**src/rtl/demux4_capture_pkg.sv**
```systemverilog
// demux4_capture_pkg: shared channel constants and destination decode
package demux4_capture_pkg;
  localparam int NUM_CH   = 4;
  localparam int CH_SEL_W = 2;
  function automatic logic [NUM_CH-1:0] onehot(input logic [CH_SEL_W-1:0] s);
    return NUM_CH'(1) << s;
  endfunction
endpackage

```
**src/rtl/demux_channel_reg.sv**
```systemverilog
// demux_channel_reg: WIDTH-bit holding register with sync active-low clear and load enable
module demux_channel_reg #(
  parameter int WIDTH = 1
) (
  input  logic             clock,
  input  logic             resetn,
  input  logic             load,
  input  logic [WIDTH-1:0] d,
  output logic [WIDTH-1:0] q
);
  logic [WIDTH-1:0] data_q, data_d;
  always_comb data_d = load ? d : data_q;
  always_ff @(posedge clock)
    if (!resetn) data_q <= '0;
    else         data_q <= data_d;
  assign q = data_q;
endmodule

```
**src/rtl/demux4_capture.sv**
```systemverilog
// demux4_capture: routes each valid input sample to one of four registered channels,
// chosen by sel (manual) or a round-robin pointer (auto).
module demux4_capture
  import demux4_capture_pkg::*;
#(
  parameter int WIDTH = 1
) (
  input  logic                  clock,
  input  logic                  resetn,
  input  logic [WIDTH-1:0]      data_in,
  input  logic                  in_valid,
  input  logic [CH_SEL_W-1:0]   sel,
  input  logic                  auto_mode,
  output logic [NUM_CH*WIDTH-1:0] out_data,
  output logic [NUM_CH-1:0]     out_valid,
  output logic [CH_SEL_W-1:0]   cur_ch,
  output logic                  frame_done
);
  logic [CH_SEL_W-1:0] ptr_q, ptr_d, dest;
  logic [NUM_CH-1:0]   out_valid_q, out_valid_d;
  logic                frame_done_q, frame_done_d;
  always_comb begin
    dest         = auto_mode ? ptr_q : sel;
    // Manual mode parks the pointer at 0 so auto mode always starts a fresh frame.
    ptr_d        = !auto_mode ? '0 : in_valid ? ptr_q + 1'b1 : ptr_q;
    out_valid_d  = in_valid ? onehot(dest) : '0;
    frame_done_d = in_valid && auto_mode && (ptr_q == CH_SEL_W'(NUM_CH - 1));
  end
  always_ff @(posedge clock)
    if (!resetn) begin
      ptr_q        <= '0;
      out_valid_q  <= '0;
      frame_done_q <= 1'b0;
    end else begin
      ptr_q        <= ptr_d;
      out_valid_q  <= out_valid_d;
      frame_done_q <= frame_done_d;
    end
  for (genvar k = 0; k < NUM_CH; k++) begin : g_ch
    demux_channel_reg #(.WIDTH(WIDTH)) u_reg (
      .clock  (clock),
      .resetn (resetn),
      .load   (in_valid && dest == CH_SEL_W'(k)),
      .d      (data_in),
      .q      (out_data[k*WIDTH +: WIDTH])
    );
  end
  assign out_valid  = out_valid_q;
  assign cur_ch     = ptr_q;
  assign frame_done = frame_done_q;
endmodule

```
**config.mk**
```make
export PLATFORM = sky130hd
export DESIGN_NAME = demux4_capture
export DESIGN_NICKNAME = d
export VERILOG_FILES = /design/src/rtl/demux4_capture_pkg.sv /design/src/rtl/demux_channel_reg.sv /design/src/rtl/demux4_capture.sv
export SDC_FILE = /design/constraint.sdc
export NUM_CORES = 1
export LEC_CHECK = 0
export ABC_AREA = 0
export CORE_MARGIN = 4
export CORE_UTILIZATION = 37
export CTS_CLUSTER_SIZE = 24
export DETAILED_ROUTE_END_ITERATION = 8
export GPL_ROUTABILITY_DRIVEN = 0
export PLACE_DENSITY = 0.73
export SLEW_MARGIN = 15
export SYNTH_ARGS = -nofsm -noshare
export SYNTH_HDL_FRONTEND = slang
export SYNTH_SLANG_ARGS = --single-unit
```
**constraint.sdc**
```tcl
create_clock -name clock -period 0.9 [get_ports clock]
set_clock_uncertainty 0.1 [all_clocks]
set_input_delay 0.18 -clock clock [delete_from_list [all_inputs] [get_ports clock]]
set_output_delay 0.18 -clock clock [all_outputs]
set_load 0.05 [all_outputs]
```
==> impl_metrics.ini <==
[placed_design]
dpl_cell_area_sq_um = 846
port_buffers = 17
hpwl_microns = 859

[yosys]
yosysSeqAreaShare_pct = 45.1
syn_avg_cell_area_sq_um = 10.2
synth_cell_type_count = 13
syn_nets = 56
synth_top_area_share_pct = 45.1
yosysTopAreaCell = dfxtp_1
syn-cell-area_sq_um = 488
yosys_warnings = 0
ys_ff_latch = 11
postSynthCellCount = 48
yosys-top-cells-area = dfxtp_1, o32ai_2, mux2i_1

[finish]
multi_input_area_sq_um = 323
nNetsFinal = 85
fillerInstances = 55
diodes = 0
seqCellArea_sq_um = 241
areaGrowthSynthToFinish_pct = 105
fin_area_sq_um = 998
utilization_pct = 85.3
drive_gt1_share_pct = 65.8

[clocking]
cts_buffer_depth = 2
clk_pin_slew_ns = 0.08
numCtsBuffers = 3
clock_latency_ns = 0.27
cts_max_level = 1
cts-hold-fix-buffers = 0
cts_tree = built
root_buffer = clkbuf_4
clkSinkCount = 11

[power_and_ir_drop]
ir_drop_mv = 0.927
power_density_nw_per_um2 = 1140
p_switching_mw = 0.327
switching_share_pct = 28.7
pwr-share-comb_pct = 24.8
p_int_mw = 0.812
power.leakage_nw = 0.402
totalPowerFinal_mw = 1.14
power_frac_clock_pct = 30.4
power_frac_seq_pct = 44.8

[sta]
final_max_slew_viol_count = 0
setup_viol = 22
worst_slew_pin_slew_ns = 0.250
slew_headroom_pct = 83.4
setup_tns_ns = -3.09
fmax_mhz = 856
finalHoldViolCount = 0
finalCritPeriodShare_pct = 130
rsz0062_at_grt = true
period_needed_ns = 1.17
setup_slack_ns = -0.268

[floorplan]
core-area_sq_um = 1170
initial_core_util_pct = 41.7
rows = 12
dieWidth_microns = 44.3
die_y_microns = 44.3
num_io_pins = 18
die_area_sq_um = 1960

[global_route]
antenna_found_initial = 0
grt_overflow_total = 0
grt_usage_pct = 14.5
grt_max_degree = 9
grt_pass1_wl_microns = 2060
grt_pass1_vias = 439

[drt]
viasPerCell = 4.93
vias = 444
drc = 0
drt_iter0_drc = 6
routed_wl_microns = 1220
wl_per_cell_microns = 13.6
firstDrtPassIters = 3
antenna_left = 0

[critical_path]
crit_type = reg -> out
crit_arrival_ns = 0.89
cp_max_fo = 4
start_kind = flip-flop
cp-end-kind = output port
required_ns = 0.62

[run_status]
outcome = finished with violations
violations = setup timing

[hold_path]
hp-class = in -> reg

[job]
drv_cap = 0
-- timing repair --
action                     4_1_cts  5_1_grt
setup endpoints to repair       22       22
resized for setup               28        3
pin swaps                        8        1
setup buffers                    3        1
-- synthesized netlist by cell type --
cell,number
mux2i_1,5
o32ai_2,4
dfxtp_1,11
ha_1,1
and2_1,4
inv_1,2
clkbuf_1,1
nor2_1,2
nand2_1,9
buf_4,4
nand2b_2,1
nand2b_1,3
a21oi_1,1
-- cell usage in the layout, fill, tap and decap left out --
| cell type | synthesis | final |
|---|---|---|
| a21oi_2 | 0 | 1 |
| dfxtp_2 | 0 | 8 |
| o32ai_4 | 0 | 4 |
| buf_4 | 4 | 7 |
| dlygate4sd2_1 | 0 | 5 |
| inv_2 | 0 | 2 |
| buf_6 | 0 | 5 |
| ha_4 | 0 | 1 |
| nand2_4 | 0 | 1 |
| nor2_1 | 2 | 2 |
| clkdlybuf4s50_1 | 0 | 1 |
| mux2i_1 | 5 | 5 |
| clkbuf_1 | 1 | 1 |
| buf_12 | 0 | 11 |
| nand2b_4 | 0 | 4 |
| and2_1 | 4 | 4 |
| clkbuf_4 | 0 | 3 |
| dfxtp_4 | 0 | 3 |
| nand2_1 | 9 | 8 |
-- power groups by stage --
stage	Sequential, mW	Combinational [mW]	Clock [mW]
after floorplan	0.542	0.0957	0
after global placement	0.521	0.239	0
after detailed placement	0.522	0.243	0
after CTS	0.513	0.274	0.338
after global routing	0.513	0.296	0.378
final	0.511	0.282	0.347
-- cells by family after synthesis --
logic type | count (synthesis) | synth area share, %
DFF | 11 | 45.1
adders and majority gates | 1 | 2.56
AOI/OAI and AO/OA | 5 | 14.4
muxes | 5 | 10.3
buffers and inverters | 7 | 8.46
and+or+nand+nor | 19 | 19.2
-- sequential cells by signal (all words and copies together) (netlist names) --
name	count
g_ch.u_reg.q	4
cur_ch	2
out_valid	4
frame_done	1
-- metrics by stage --
step | setup slack (ns) | instances | hold WS (ns)
2_1_floorplan | -0.162 | 48 | 0.194
5_1_grt | -0.293 | 90 | 0.329
3_5_place_dp | -0.647 | 82 | 0.391
4_1_cts | -0.258 | 89 | 0.313
6_report | -0.268 | 90 | 0.316
3_3_place_gp | -0.605 | 82 | 0.383
-- routing by layer --
layer	vias to the layer above	global-route usage [%]	wire length [microns]
met3	4	5.28	76
met5	-	0	0
met2	15	23.3	598
met4	0	5.42	34
met1	207	17.7	513
li1	218	-	-
-- worst paths after layout --
| kind | from | endpoint | slack, ns | depth (start not counted) |
|---|---|---|---|---|
| worst max-delay path | cur_ch[0] | cur_ch[0] | -0.27 | 2 |
| worst min-delay path | resetn | out_valid[0] | 0.32 | 2 |
| worst max register to register | cur_ch[0] | cur_ch[1] | -0.21 | 4 |
| worst min register to register | g_ch[3].u_reg.q | g_ch[3].u_reg.q | 0.38 | 2 |
-- worst max-delay path: stages, from the launching register on --
cell and delay [ns]:
dfxtp_4 0.36, buf_6 0.12, buf_12 0.14
-- cell type report --
class | instances | share of cell area [%]
clock buffers | 4 | 2.63
repair buffers | 29 | 38.3
flip-flops and latches | 11 | 24.2
multi-input cells | 30 | 32.3
inverters | 2 | 0.752
well taps | 14 | 1.75
(Power assumes the default switching activity.)
==> patch 1, RTL diff (same settings) <==
The package constant `CH_SEL_W` goes from 2 to 4.
--- a/src/rtl/demux4_capture_pkg.sv
+++ b/src/rtl/demux4_capture_pkg.sv
@@ -2,5 +2,5 @@
 package demux4_capture_pkg;
   localparam int NUM_CH   = 4;
-  localparam int CH_SEL_W = 2;
+  localparam int CH_SEL_W = 4;
   function automatic logic [NUM_CH-1:0] onehot(input logic [CH_SEL_W-1:0] s);
     return NUM_CH'(1) << s;
Ports: changed (resized cur_ch and sel); port bits go from 18 to 22. No check against the original RTL was run, so the function may have changed too.
==> patch 1 against the original RTL <==
- largest cell class unchanged
- final area rose by 34%
- the run still ends with setup timing left
- synthesized area rose by 24%
- critical path type is now flip-flop to flip-flop
- critical path depth rose by 2
- setup slack got worse by 130 ps
- wire length rose by 91%
- sequential cell count rose by 2
- power rose by 12%
- register-to-register slack got worse by 190 ps
==> patch 1: results (changes against the original RTL) <==
Placement
  – Post-DP HPWL: 1.18 mm (+37%)
  – Pre-CTS setup slack: -836 ps (-189 ps)
  – Input/output buffers: 21 (+4)

Logic synthesis
  – Compound-Gate Fraction of Synth Area: 6.21% (-8.1 points)
  – Post-synth top cells: dfxtp_1, nor2_1, nand2_1
  – Post-Syn Nets: 72 (+29%)
  – Mux cell area share after synthesis: 8.28% (-2.0 points)
  – Ranking of synthesized cells by area: dfxtp_1, mux2i_1, nor2_1, buf_4, nand2_1
  – XOR/XNOR share of the synthesized area: 4.35% (+4.3 points)
  – Post-synthesis sequential area ratio: 43.1% (-2.1 points)
  – Largest family of logic cells by synthesized area: simple AND/OR/NAND/NOR gates
  – Top_reg_cell synth: dfxtp_1
  – Synth cell types: 22 (+9)
  – Adder-Cell Fraction of Synth Area: 2.07% (-0.49 points)

Power
  – LEAKAGE: 0.000587 µW (+46%)
  – Switch Pwr: 358 µW (+9.4%)
  – Worst VDD drop: 0.735 mV (-21%)

CTS
  – Num CTS Buffers: 3 (unchanged)
  – Clk slew on worst S/H paths: 90 ps
  – Root Driver: clkbuf_4
  – Max Root-Sink Buffers: 2 (unchanged)
  – Skew-Pair Late Insertion Delay: 270 ps (about the same)
  – Clock H-tree levels: 1 (unchanged)

Worst setup path
  – CP delay by family, top: flip-flops
  – Crit Path Class: flip-flop to flip-flop
  – Data arrival, critical path: 1390 ps (+500 ps)
  – Crit-path max cell delay: 360 ps (about the same)

Global route
  – Vias in the first global route: 723 (+65%)
  – Total GRT Usage: 19.8% (+5.3 points)
  – First-pass GRT wire length: 3.57 mm (+73%)

Final layout
  – Layout Nets: 121 (+42%)
  – Antenna Cells: 0 (unchanged)
  – Layout cells sized above 1: 70.0% (+4.2 points)

STA
  – Hold slack: 247 ps (-69.3 ps)
  – Final setup violating endpoints: 26 (+18%)
  – Worst slew margin: 81.0% (-2.3 points)
  – PnR worst setup slack: -397 ps (-129 ps)

Routing
  – Drt wl/cell: 18.6 µm (+37%)
  – Drt first-iter violations: 29 (+23)
  – First-pass detailed-route iteration total: 4 (+1)
  – Via count: 685 (+54%)

Run status
  – Violated checks: setup timing
  – Status: finished, violations left

Min path
  – Hold Startpoint: auto_mode
  – Class of the worst hold path: input pin to flip-flop
## patch 1: cell families after synthesis
| family | Yosys count |
|---|---|
| simple gates | 29 |
| flops | 13 |
| compound gates | 6 |
| buf+inv | 5 |
| mux | 5 |
| xor+xnor | 3 |
| fa+ha+maj | 1 |
## patch 1: cell type report
class	count	area, µm²
Timing Repair Buffer	49	594
Fill cell	62	189
Clock buffer	4	26.3
Tap cell	16	20.0
Multi-Input combinational cell	44	408
Sequential cell	13	287
## patch 1: power groups by stage
stage	sequential, µW	clock [µW]	combinational (µW)
after CTS	588	364	295
after global routing	591	405	334
after floorplan	624	0	90.5
after detailed placement	601	0	248
after global placement	601	0	245
final	589	367	320
## patch 1: path summary, 6_finish.rpt
path,to,cells past startpoint
worst max-delay path,g_ch[1].u_reg.q,4
worst min-delay path,frame_done,3
worst max register to register,g_ch[1].u_reg.q,4
worst min register to register,g_ch[3].u_reg.q,2
## patch 1: per-layer routing
layer / up-vias / global-route usage, % / part of all wire (%)
met5: - / 0 / 0
met4: 0 / 9.68 / 2.8
met3: 8 / 3.37 / 4.4
met2: 29 / 34.8 / 51
met1: 339 / 22.8 / 42
li1: 309 / - / -
## patch 1: tightest hold or removal path, cell delays in order
cell and delay, ps:
clkbuf_2 170, nand2_1 170, nor4_4 60
## patch 1: stage by stage
stage	instances	setup TNS (ps)	area, µm²	total power, µW	util [%]
after floorplan	62	-3020	641	714	-
after global routing	126	-7490	1340	1330	87.6
after CTS	123	-5920	1290	1250	84.8
after global placement	107	-8310	1060	846	69.4
final	126	-6540	1340	1280	87.6
after detailed placement	107	-8870	1060	849	69.4
## patch 1: repair_timing
action | CTS | global route
hold endpoints to repair | 0 | 0
resized for setup | 34 | 9
buffers inserted | 12 | 4
pin swaps | 11 | 9
setup endpoints to repair | 26 | 26
==> patch 2, RTL diff (same flow settings) <==
Made on the original files. Make the reset (`resetn`) asynchronous in 2 clocked blocks.
--- a/src/rtl/demux_channel_reg.sv
+++ b/src/rtl/demux_channel_reg.sv
@@ -11,5 +11,5 @@
   logic [WIDTH-1:0] data_q, data_d;
   always_comb data_d = load ? d : data_q;
-  always_ff @(posedge clock)
+  always_ff @(posedge clock or negedge resetn)
     if (!resetn) data_q <= '0;
     else         data_q <= data_d;
--- a/src/rtl/demux4_capture.sv
+++ b/src/rtl/demux4_capture.sv
@@ -27,5 +27,5 @@
     frame_done_d = in_valid && auto_mode && (ptr_q == CH_SEL_W'(NUM_CH - 1));
   end
-  always_ff @(posedge clock)
+  always_ff @(posedge clock or negedge resetn)
     if (!resetn) begin
       ptr_q        <= '0;
Check against the original RTL: differs if resetn is asserted again (counterexample within 4 cycles, from zero or initial values and one cycle with resetn low); with resetn held inactive, the same outputs for 10 cycles.
==> patch 2 against the original RTL <==
- the run still ends with setup timing left
- cell count down 7.8%
- final area grew 1.4%
- register-to-register slack worse by 220 ps
- via count shrank 14%
- setup slack worse by 170 ps
- synthesized area increased by 4.1%
- wire length decreased by 8.4%
- first-iteration DRC count fell by 33%
- sequential cell count unchanged
- utilization shrank 7.5 points
- critical endpoint unchanged
- highest routed layer is now met3
Power is not compared: it rests on default switching activity, and its combinational part moved more than twofold at a synthesized area within 25%.
==> patch 2: results (changes against the original RTL) <==
CTS
  – Max Root-Sink Buffers: 2 (unchanged)
  – Clk slew on worst S/H paths: 60 ps (-20 ps)
  – Root Driver: clkbuf_4
  – Skew-Pair Late Insertion Delay: 260 ps
  – Num CTS Buffers: 3 (unchanged)
  – Cts hold-fix bufs: 0 (unchanged)
  – Clock H-tree levels: 1 (unchanged)

Final layout
  – Layout cells sized above 1: 64.7% (-1.1 points)
  – Final instance area: 0.00101 mm² (+1.4%)
  – Fillers: 80 (+45%)
  – Layout Nets: 77 (-9.4%)
  – Antenna Cells: 0 (unchanged)

Routing
  – Drt first-iter violations: 4 (-2)
  – First-pass detailed-route iteration total: 2 (-1)
  – Drt wl/cell: 13.5 µm (-0.70%)
  – Post-Route WL: 1.12 mm (-8.4%)
  – Via count: 383 (-14%)

Logic synthesis
  – Syn Area/Cell: 13.7 µm² (+35%)
  – Post-synth top cells: dfrtp_1, buf_4, mux2_1, o32ai_2
  – Post-synthesis sequential area ratio: 54.2% (+9.1 points)
  – Ranking of synthesized cells by area: dfrtp_1, o32ai_2, mux2_1, buf_4, ha_1
  – Ys Warns: 0 (unchanged)
  – Post-Syn Nets: 45 (-20%)
  – Post-synthesis async set-or-reset flop share: 100% (+100 points)
  – Synth cell types: 15 (+2)

STA
  – Hold slack: 146 ps (-170 ps)
  – Final setup violating endpoints: 22 (unchanged)
  – Worst slew margin: 82.8% (-0.56 points)
  – Setup TNS: -5620 ps (-2530 ps)
  – PnR worst setup slack: -436 ps (-169 ps)

Global route
  – First-pass GRT wire length: 1.84 mm (-11%)
  – Total GRT Usage: 13.3% (-1.2 points)
  – Largest net degree at the start of global routing: 12 (+3)
  – Initial antenna violation count: 0 (unchanged)
  – Vias in the first global route: 408 (-7.1%)

Worst setup path
  – End of the critical path: cur_ch[0]
  – RR Startpoint: cur_ch[1]
  – CP max-delay cell: dfrtp_2
  – FF-to-FF End: g_ch[0].u_reg.q
  – CP max FO: 4 (unchanged)
  – CP Launch Point: cur_ch[0]
  – R2R setup slack: -430 ps (-220 ps)
  – Crit-path max cell delay: 430 ps (+70 ps)
  – Register-to-Register Path Depth: 3 (-1)
  – Data arrival, critical path: 1060 ps (+170 ps)
  – CP delay by family, top: flip-flops

Placement
  – Inst Count DP: 75 (-8.5%)
  – Pre-CTS setup slack: -905 ps (-259 ps)
  – Input/output buffers: 17 (unchanged)
  – Placed Area: 870 µm² (+2.8%)

Power
  – Worst VDD drop: ~1.5 mV
  – LEAKAGE: 0.000455 µW

Min path
  – Class of the worst hold path: input pin to async pin

Run status
  – Status: finished, violations left
  – Violated checks: setup timing
-- patch 2: cell types whose count changed after synthesis, sizes merged, moves of 2 or more --
cell,before,now
nor2,2,0
nand2,9,2
dfrtp,0,11
and2,4,1
mux2i,5,1
mux2,0,4
dfxtp,11,0
-- patch 2: worst register-to-register path, cell delays in order, from the launching register on --
cell     delay, ps
dfrtp_2        410
or2_4          260
o32ai_4        120
mux2_4         330
-- patch 2: cell type report --
type                    instances  area share (%)
clock buffers                   4            2.60
inverters                       2           0.742
multi-input cells              20            27.4
flip-flops and latches         11            27.4
well taps                      15            1.85
repair buffers                 31            39.9
-- patch 2: what timing repair did --
action	CTS	global route
endpoints found under the setup margin	22	22
setup buffers	3	1
pin swaps	5	1
resized for setup	19	1
-- patch 2: cells by family after synthesis --
kind of cell / count (synthesis) / synth area share, %
AOI/OAI and AO/OA: 4 / 12.8
and+or+nand+nor: 9 / 10.6
DFF: 11 / 54.2
adders and majority gates: 1 / 2.46
xor gates and xnor gates: 1 / 1.72
buffers and inverters: 6 / 7.39
muxes: 5 / 10.8
-- patch 2: per-layer routing --
metal | track usage [%] | vias up | wire length (µm)
li1 | - | 188 | -
met1 | 13.3 | 183 | 367
met2 | 24.6 | 12 | 687
met3 | 7.17 | 0 | 66
met4 | 1.75 | 0 | 0
met5 | 0 | - | 0
-- patch 2: power breakdown --
part / switching (µW) / internal [µW] / total, µW
Clock: 146 / 171 / 318
Sequential: 71.0 / 565 / 636
Combinational: 411 / 489 / 900
Total: 628 / 1220 / 1850
